$ cat src/rtl/updi_rx.sv
// UPDI UART receiver: 8E2 frames from a synchronised pin into the RX FIFO,
// with parity/framing/overflow error pulses and BREAK detection.
module updi_rx #(
  parameter int CLKS_PER_BIT = 16,
  parameter int CNT_W        = $clog2(CLKS_PER_BIT)
) (
  input  logic       clk,
  input  logic       rst_n,
  input  logic       rx,
  input  logic       rx_en,
  output logic [7:0] fifo_data,
  input  logic       fifo_full,
  output logic       fifo_wr_en,
  output logic       parity_error,
  output logic       frame_error,
  output logic       overflow,
  output logic       break_det,
  output logic       busy
);

  typedef enum logic [2:0] {IDLE, START, DATA, PARITY, STOP1, STOP2, WAIT_HIGH} state_e;

  localparam logic [CNT_W-1:0] HALF = CNT_W'(CLKS_PER_BIT/2 - 1);
  localparam logic [CNT_W-1:0] LAST = CNT_W'(CLKS_PER_BIT - 1);

  state_e           state_q, state_d;
  logic             rs1_q, rs_q;
  logic [CNT_W-1:0] cnt_q, cnt_d;
  logic [2:0]       bit_q, bit_d;
  logic [7:0]       shift_q, shift_d;
  logic             par_q, par_d;
  logic             stop1_q, stop1_d;
  logic             brk_q, brk_d;
  logic [7:0]       data_q, data_d;
  logic             wr_q, wr_d, perr_q, perr_d, ferr_q, ferr_d;
  logic             ovf_q, ovf_d, bdet_q, bdet_d;

  // Sample strobe: half a bit into the start bit, then one full bit later each time.
  logic mid, stop_bad, is_brk, par_bad, eval;
  assign mid      = (state_q == START) ? (cnt_q == HALF) : (cnt_q == LAST);
  assign stop_bad = ~stop1_q | ~rs_q;
  assign is_brk   = stop_bad & (shift_q == 8'h00) & ~par_q;
  assign par_bad  = ^{shift_q, par_q};
  assign eval     = rx_en & (state_q == STOP2) & mid;

  // Two-flop synchroniser (preset high = idle line) and all state registers.
  always_ff @(posedge clk or negedge rst_n) begin
    if (!rst_n) begin
      rs1_q   <= 1'b1;
      rs_q    <= 1'b1;
      state_q <= IDLE;
      cnt_q   <= '0;
      bit_q   <= '0;
      shift_q <= '0;
      par_q   <= 1'b0;
      stop1_q <= 1'b0;
      brk_q   <= 1'b0;
      data_q  <= '0;
      wr_q    <= 1'b0;
      perr_q  <= 1'b0;
      ferr_q  <= 1'b0;
      ovf_q   <= 1'b0;
      bdet_q  <= 1'b0;
    end else begin
      rs1_q   <= rx;
      rs_q    <= rs1_q;
      state_q <= state_d;
      cnt_q   <= cnt_d;
      bit_q   <= bit_d;
      shift_q <= shift_d;
      par_q   <= par_d;
      stop1_q <= stop1_d;
      brk_q   <= brk_d;
      data_q  <= data_d;
      wr_q    <= wr_d;
      perr_q  <= perr_d;
      ferr_q  <= ferr_d;
      ovf_q   <= ovf_d;
      bdet_q  <= bdet_d;
    end
  end

  // Next-state: bit timing, shift-in, and frame sequencing; rx_en low wins.
  always_comb begin
    state_d = state_q;
    cnt_d   = cnt_q + CNT_W'(1);
    bit_d   = bit_q;
    shift_d = shift_q;
    par_d   = par_q;
    stop1_d = stop1_q;
    brk_d   = brk_q;
    case (state_q)
      IDLE: begin
        cnt_d = '0;
        if (!rs_q) state_d = START;
      end
      START: if (mid) begin
        cnt_d   = '0;
        bit_d   = '0;
        state_d = rs_q ? IDLE : DATA;
      end
      DATA: if (mid) begin
        cnt_d   = '0;
        shift_d = {rs_q, shift_q[7:1]};
        bit_d   = bit_q + 3'd1;
        if (bit_q == 3'd7) state_d = PARITY;
      end
      PARITY: if (mid) begin
        cnt_d   = '0;
        par_d   = rs_q;
        state_d = STOP1;
      end
      STOP1: if (mid) begin
        cnt_d   = '0;
        stop1_d = rs_q;
        state_d = STOP2;
      end
      STOP2: if (mid) begin
        // Return to IDLE mid-stop-bit so a start edge at the next boundary is caught.
        cnt_d   = '0;
        brk_d   = is_brk;
        state_d = stop_bad ? WAIT_HIGH : IDLE;
      end
      WAIT_HIGH: begin
        cnt_d = '0;
        if (rs_q) state_d = IDLE;
      end
      default: begin
        cnt_d   = '0;
        state_d = IDLE;
      end
    endcase
    if (!rx_en) begin
      state_d = IDLE;
      cnt_d   = '0;
    end
  end

  // Output pulses: prioritised frame verdict at the second stop sample, break on release.
  always_comb begin
    wr_d   = 1'b0;
    perr_d = 1'b0;
    ferr_d = 1'b0;
    ovf_d  = 1'b0;
    data_d = data_q;
    bdet_d = rx_en & (state_q == WAIT_HIGH) & rs_q & brk_q;
    if (eval && !is_brk) begin
      if (stop_bad)       ferr_d = 1'b1;
      else if (par_bad)   perr_d = 1'b1;
      else if (fifo_full) ovf_d  = 1'b1;
      else begin
        wr_d   = 1'b1;
        data_d = shift_q;
      end
    end
  end

  assign fifo_data    = data_q;
  assign fifo_wr_en   = wr_q;
  assign parity_error = perr_q;
  assign frame_error  = ferr_q;
  assign overflow     = ovf_q;
  assign break_det    = bdet_q;
  assign busy         = (state_q != IDLE);

endmodule
$ cat config.mk
export PLATFORM = sky130hd
export DESIGN_NAME = updi_rx
export DESIGN_NICKNAME = d
export VERILOG_FILES = /design/src/rtl/updi_rx.sv
export SDC_FILE = /design/constraint.sdc
export NUM_CORES = 1
export LEC_CHECK = 0
export ABC_AREA = 1
export BUFFER_PORTS_ARGS = -buffer_cell sky130_fd_sc_hd__buf_2
export CAP_MARGIN = 15
export CORE_UTILIZATION = 50
export CTS_BUF_LIST = sky130_fd_sc_hd__clkbuf_4 sky130_fd_sc_hd__clkbuf_8 sky130_fd_sc_hd__clkbuf_16
export CTS_CLUSTER_DIAMETER = 150
export DETAILED_ROUTE_END_ITERATION = 10
export PLACE_DENSITY_LB_ADDON = 0.08
export SLEW_MARGIN = 40
export SYNTH_ARGS = -nofsm -noshare
export SYNTH_HDL_FRONTEND = slang
export SYNTH_SLANG_ARGS = --single-unit
$ cat constraint.sdc
create_clock -name clk -period 3.11 [get_ports clk]
set_input_delay 0.622 -clock clk [delete_from_list [all_inputs] [get_ports clk]]
set_output_delay 0.622 -clock clk [all_outputs]
set_load 0.02 [all_outputs]
==> results of run 1 <==
-- routing by layer --
metal | share of wire, % | wire length (um) | up-vias
li1 | - | - | 786
met1 | 52 | 1850 | 685
met2 | 41 | 1460 | 39
met3 | 4.3 | 152 | 9
met4 | 1.9 | 67 | 0
met5 | 0 | 0 | -
-- state kept, by name, summed over array words and instances (netlist names) --
signal,count
shift_q,8
fifo_data,8
state_q,3
cnt_q,4
break_det,1
parity_error,1
rs_q,1
par_q,1
stop1_q,1
bit_q,3
frame_error,1
overflow,1
rs1_q,1
brk_q,1
fifo_wr_en,1
-- kinds of logic (layout without fill, tap and decap cells) --
group	after synthesis	count (layout)	synth area share (%)
and+or+nand+nor	136	136	34.9
DFF	36	36	49.2
buffers and inverters	33	57	7.23
AOI/OAI and AO/OA	19	19	5.59
adders and majority gates	3	3	2.05
xor gates and xnor gates	1	1	0.477
muxes	1	1	0.545
-- critical path, stage by stage (launching register included) --
cell     delay, ns
dfrtp_1       0.51
nor2_1        0.22
nand2_1       0.11
buf_2         0.17
-- layout make-up --
type / instances / area (um^2)
clock buffer: 5 / 37.5
fill: 312 / 1370
inverter: 31 / 116
sequential: 36 / 903
tap: 46 / 57.6
multi-input combinational: 160 / 800
timing repair buffer: 18 / 92.6
clock inverter: 3 / 42.5
-- cell usage in the layout (no fill, tap or decap), types with 2 or more instances in the layout --
cell      synthesis  layout
o21ai_0           4       4
o21ai_1           9       9
nor2_1           17      17
dfrtp_1          34      34
a21oi_1           3       3
buf_2             1      17
clkbuf_4          0       5
nand2_1          80      80
ha_1              3       3
dfstp_2           2       2
nor3_1            4       4
nand4_4           2       2
nand4_1          10      10
inv_2             2       2
inv_1            28      28
nand3_1          14      14
-- cell usage after synthesis, drive strengths merged --
cell type	number
a21oi	4
a31oi	1
and3	1
buf	2
clkinv	1
dfrtp	34
dfstp	2
ha	3
inv	30
mux2i	1
nand2	82
nand3	15
nand3b	1
nand4	12
nor2	18
nor3	5
nor4	1
o211ai	1
o21ai	13
or2	1
xor2	1
-- path summary, 6_finish.rpt --
path	start	endpoint	slack, ns	depth (start not counted)
min in group clk	rs1_q	rs_q	0.36	0
min	rst_n	cnt_q[1]	0.19	1
max in group asynchronous	rst_n	rs_q	2.56	1
max reg2reg	cnt_q[0]	fifo_data[2]	1.34	8
max	state_q[2]	busy	1.13	3
min reg2reg	rs1_q	rs_q	0.36	0
-- power breakdown --
part           internal (mW)  leakage [nW]  switching (mW)
Clock                  0.168        0.0412           0.168
Sequential             0.492         0.494          0.0394
Combinational         0.0715         0.597           0.162
Total                  0.731          1.13           0.370
-- metrics by stage --
stage	cell area (um^2)	utilization, %	std cells	hold slack, ns	setup WS [ns]
2_1_floorplan	1840	-	229	0.326	1.57
3_3_place_gp	1970	57.6	291	0.346	1.36
3_5_place_dp	1970	57.6	291	0.349	1.31
4_1_cts	2050	59.9	299	0.360	1.13
5_1_grt	2050	60.0	299	0.232	1.04
6_report	2050	60.0	299	0.191	1.13
==> out/metrics.cfg, run 1 <==
[placement]
port_buffers=18
dp.final_hpwl_mm=2.58
place_congestion=0.960

[sta]
hold_violations=0
fin_worst_skew_ns=0.0142
rsz0062_at_grt=no
final_max_slew_viol_count=0
fmax_ghz=0.504
post-route-min-period_ns=1.98
slew-limit-headroom_pct=70.1
period_share_pct=63.8
setup_violations=0
setup_tns_ns=0
tightestPinTransition_ns=0.448

[layout]
drive_gt1_share_pct=15.4
syn2layout_area_growth_pct=11.7
nets=260
n_antenna_cell=0

[setup_path]
cp.arrival_ns=1.36
setup.worst_path.end_class=primary output
start_kind=register
worstSetupPathType=register to primary output
worstPathRequired_ns=2.49
critPathMaxFanout=8

[global_routing]
first_global_vias=1423
grt_use_met2_pct=30.7
busiest_layer=met1
use_met3_pct=4.93
grt_max_degree=37
grt_antenna_before_repair=0
gr-usage-met1_pct=31.0
globalRouteOverflowTotal=0
grt_pass1_wl_mm=6.46
track_usage_pct=21.3

[synth]
yosys-top-cells-area=dfrtp_1 46%, nand2_1 16%, inv_1 5.7%
ys_warn_count=0
netlist_instances=229
yosysTopAreaCellShare_pct=46.4
synth_cell_types=31
ys_seq_area_share_pct=49.2
ys_seq_elements=36
yosys.area.top_type=dfrtp_1
postSynthAreaPerCell_um2=8.02
syn-num-nets=237
syn_area_um2=1840

[cts]
numCtsBuffers=5
cts_tree=built
hold_buffers=0
postCtsSetupBuffers=0
clock_path_buffers=2
ctsRootBufferMaster=clkbuf_4
clkSinkCount=36
clkLatencyLatePin_ns=0.35
cts_resized=0
htreeDepth=2
clk_pin_slew_worst_paths_ns=0.12

[pwr]
total_power_mw=1.10
ir_worst_vdd_mv=0.324
leakagePower_nw=1.13
p_per_area_nw_per_um2=537

[detailed_routing]
firstDrtPassIters=4
via_per_inst=5.08
num_vias=1519
wirelength_mm=3.53
wire_per_inst_um=11.8
drc=0
drtIter0Drc=85
drtAntennaViolNets=0

[hold_path]
min_path_type=input pin to async pin

[status]
status=finished, final reports clean

[floorplan]
fp.dieH_um=62.6
io_pins=19
coreArea_um2=3420
initial_utilization_pct=53.7
rows=21
die_w_um=62.6
fp.dieArea_um2=3920

[run]
drv_cap=0

Power figures use the tool's default switching activity.
==> run 2, diff against run 1 <==
--- a/config.mk
+++ b/config.mk
@@ -5,7 +5,7 @@
 export SDC_FILE = /design/constraint.sdc
 export NUM_CORES = 1
 export LEC_CHECK = 0
-export ABC_AREA = 1
+export ABC_AREA = 0
 export BUFFER_PORTS_ARGS = -buffer_cell sky130_fd_sc_hd__buf_2
 export CAP_MARGIN = 15
 export CORE_UTILIZATION = 50
==> constraint.sdc (replaced) <==
create_clock -name clk -period 1.65 [get_ports clk]
set_input_delay 0.33 -clock clk [delete_from_list [all_inputs] [get_ports clk]]
set_output_delay 0.33 -clock clk [all_outputs]
set_load 0.02 [all_outputs]
==> run 2 against run 1 <==
Against the previous run: the run now ends with setup timing left; sequential power up 83%; register-to-register slack worse by 1.8 ns; setup slack worse by 1.6 ns; critical path depth up 3; wire length up 4.0%; area after synthesis down 7.2%; largest cell class is now multi-input gates.
==> out/metrics.cfg, run 2 <==
[cts]
htreeDepth=2  ; unchanged
clkLatencyLatePin_ns=0.36  ; about the same
clk_pin_slew_worst_paths_ns=0.10  ; -0.02 ns
clkSinkCount=36  ; unchanged
clock_path_buffers=2  ; unchanged
cts_tree=built
numCtsBuffers=5  ; unchanged
ctsRootBufferMaster=clkbuf_4

[sta]
setup_slack_ns=-0.464  ; -1.59 ns
period_share_pct=128
setup_tns_ns=-6.96  ; -6.96 ns
slew-limit-headroom_pct=72.6  ; +2.4 points
fin_worst_skew_ns=0.00921  ; -0.00502 ns
rsz0062_at_grt=yes
tightestPinTransition_ns=0.412  ; -0.0366 ns
post-route-min-period_ns=2.11
hold_violations=0  ; unchanged
final_max_slew_viol_count=0  ; unchanged
setup_violations=23  ; +23
hold_ws_ns=0.0649  ; -0.126 ns
fmax_ghz=0.473

[layout]
n_antenna_cell=0  ; unchanged
design_area_um2=2440  ; +19%
final_cell_mix=34 x dfrtp_1, 32 x buf_4, 17 x buf_2
drive_gt1_share_pct=55.3  ; +40 points
layout.cells.non_filler=243  ; -19%
final_common_cell=dfrtp_1
syn2layout_area_growth_pct=43.4
nets=206  ; -21%

[placement]
place_congestion=0.773  ; -20%
post-place-cells=228  ; -22%
placed_area_um2=2180  ; +11%
dp.final_hpwl_mm=2.59  ; +0.51%
port_buffers=18  ; unchanged

[global_routing]
grt_pass1_wl_mm=6.20  ; -4.1%
first_global_vias=1329  ; -6.6%
globalRouteOverflowTotal=0  ; unchanged
track_usage_pct=23.6  ; +2.3 points
grt_max_degree=21  ; -43%
grt_antenna_before_repair=0  ; unchanged

[setup_path]
r2r_start=shift_q[1]
crit_start=shift_q[1]
cp.arrival_ns=2.36  ; +1.00 ns
worstSetupPathType=register to register
worstPathRequired_ns=1.90  ; -0.59 ns
start_kind=register
critPathMaxFanout=9  ; +1
setup.worst_path.end_class=register

[pwr]
power_frac_comb_pct=40.6  ; +19 points
sw_frac_of_total_pct=32.6  ; -1.0 points
p_switching_mw=0.823  ; +120%
internal_power_mw=1.70  ; +130%
ir_worst_vdd_mv=0.722  ; +120%
p_per_area_nw_per_um2=1030  ; +93%
leakagePower_nw=1.19  ; +4.7%
power_frac_seq_pct=38.6  ; -9.7 points
clkPwrFrac_pct=20.8  ; -9.7 points

[floorplan]
fp.dieH_um=60.4  ; -3.6%
rows=20  ; -4.8%
die_w_um=60.4  ; -3.6%
coreArea_um2=3150  ; -7.7%
initial_utilization_pct=54.0  ; +0.27 points
io_pins=19  ; unchanged
fp.dieArea_um2=3640  ; -7.0%

[hold_path]
min_path_type=input pin to register
hold_start=rx

[synth]
ys_seq_area_share_pct=53.0  ; +3.8 points
syn_area_um2=1700  ; -7.2%
syn-num-nets=146  ; -38%
netlist_instances=138  ; -40%
yosys.area.top_type=dfrtp_1
synth_cell_types=34  ; +9.7%
yosysTopAreaCellShare_pct=50.0  ; +3.6 points
ys_seq_elements=36  ; unchanged
ys_warn_count=0  ; unchanged
synth_edf_count=0  ; unchanged
synth_common_cells=34 x dfrtp_1, 22 x mux2_2, 8 x nand2_1, 7 x nor2_1, 7 x xnor2_1
synth_most_common_cell=dfrtp_1
async_flop_share_pct=100  ; unchanged
yosys_most_used_dff=dfrtp_1
postSynthAreaPerCell_um2=12.3  ; +54%
yosys-top-cells-area=dfrtp_1 50%, mux2_2 15%, xnor2_1 3.6%

[status]
status=finished, violations left
violations=setup timing

[detailed_routing]
via_per_inst=5.44  ; +7.0%
drtAntennaViolNets=0  ; unchanged
firstDrtPassIters=4  ; unchanged
num_vias=1321  ; -13%
wire_per_inst_um=15.1  ; +28%
drc=0  ; unchanged
drtIter0Drc=27  ; -68%
wirelength_mm=3.67  ; +4.0%

[run]
drv_cap=0  ; unchanged

run 2: cell count changes after synthesis, moves of 3 or more:
cell and change:
nand2_1 -72, inv_1 -24, mux2_2 +22, nand3_1 -10
nor2_1 -10, o21ai_1 -9, nand4_1 -8, xnor2_1 +7
clkbuf_1 +6, a22o_1 +5, a21oi_1 -3
run 2: final timing paths:
path / end / slack [ns] / cells past startpoint
min reg2reg: rs_q / 0.36 / 0
max in group asynchronous: stop1_q / 0.79 / 3
max reg2reg: fifo_data[3] / -0.46 / 6
min in group asynchronous: cnt_q[2] / 0.42 / 2
min: rs1_q / 0.06 / 1
max: fifo_data[3] / -0.46 / 6
run 2: per-layer routing:
layer | up-vias | GRT usage (%) | share of wire (%)
met4 | 0 | 7.97 | 1.3
met5 | - | 0 | 0
met2 | 29 | 38.0 | 51
met1 | 672 | 31.0 | 44
met3 | 5 | 6.40 | 4.0
li1 | 615 | - | -
run 2: final cells by class:
| type | count | area (um^2) |
|---|---|---|
| Tap cell | 44 | 55.1 |
| Timing Repair Buffer | 60 | 469 |
| Clock inverter | 1 | 7.51 |
| Sequential cell | 36 | 903 |
| Inverter | 4 | 15.0 |
| Fill cell | 200 | 712 |
| Clock buffer | 7 | 58.8 |
| Multi-Input combinational cell | 91 | 932 |
run 2: cells by family after synthesis:
kind of cell,after synthesis,share of synthesized area (%)
multiplexers,23,15.1
AND/OR/NAND/NOR,42,15.3
adder cells (fa/ha/maj),3,2.20
XOR/XNOR,10,5.95
AO/OA/AOI/OAI,13,5.88
flip-flops,36,53.0
buffers and inverters,11,2.50
run 2: metrics by stage:
step	setup slack [ns]	util, %	total power [mW]
global route	-0.536	77.4	2.65
CTS	-0.476	75.1	2.46
detailed placement	-0.488	69.3	1.72
global placement	-0.384	69.3	1.69
floorplan	-0.476	-	1.50
finish	-0.464	77.4	2.53
run 2: timing repair:
action	in CTS	in global routing
pin swaps	5	7
endpoints found under the hold margin	14	0
buffers inserted	7	1
gates resized for setup	15	13
hold buffers	1	0
endpoints found under the setup margin	26	30
run 2: critical path, stage by stage, from the launching register on:
cell and delay [ns]:
dfrtp_1 0.41, xnor2_1 0.18, xnor3_1 0.42, xnor2_1 0.19, nor4_4 0.29, buf_6 0.18, mux2_2 0.34
run 2: power by group through the flow:
| stage | Clock (mW) | Sequential (mW) | Combinational, mW |
|---|---|---|---|
| 2_1_floorplan | 0 | 0.972 | 0.524 |
| 3_3_place_gp | 0 | 0.984 | 0.706 |
| 3_5_place_dp | 0 | 0.988 | 0.728 |
| 4_1_cts | 0.541 | 0.975 | 0.941 |
| 5_1_grt | 0.573 | 0.983 | 1.09 |
| 6_report | 0.526 | 0.976 | 1.02 |
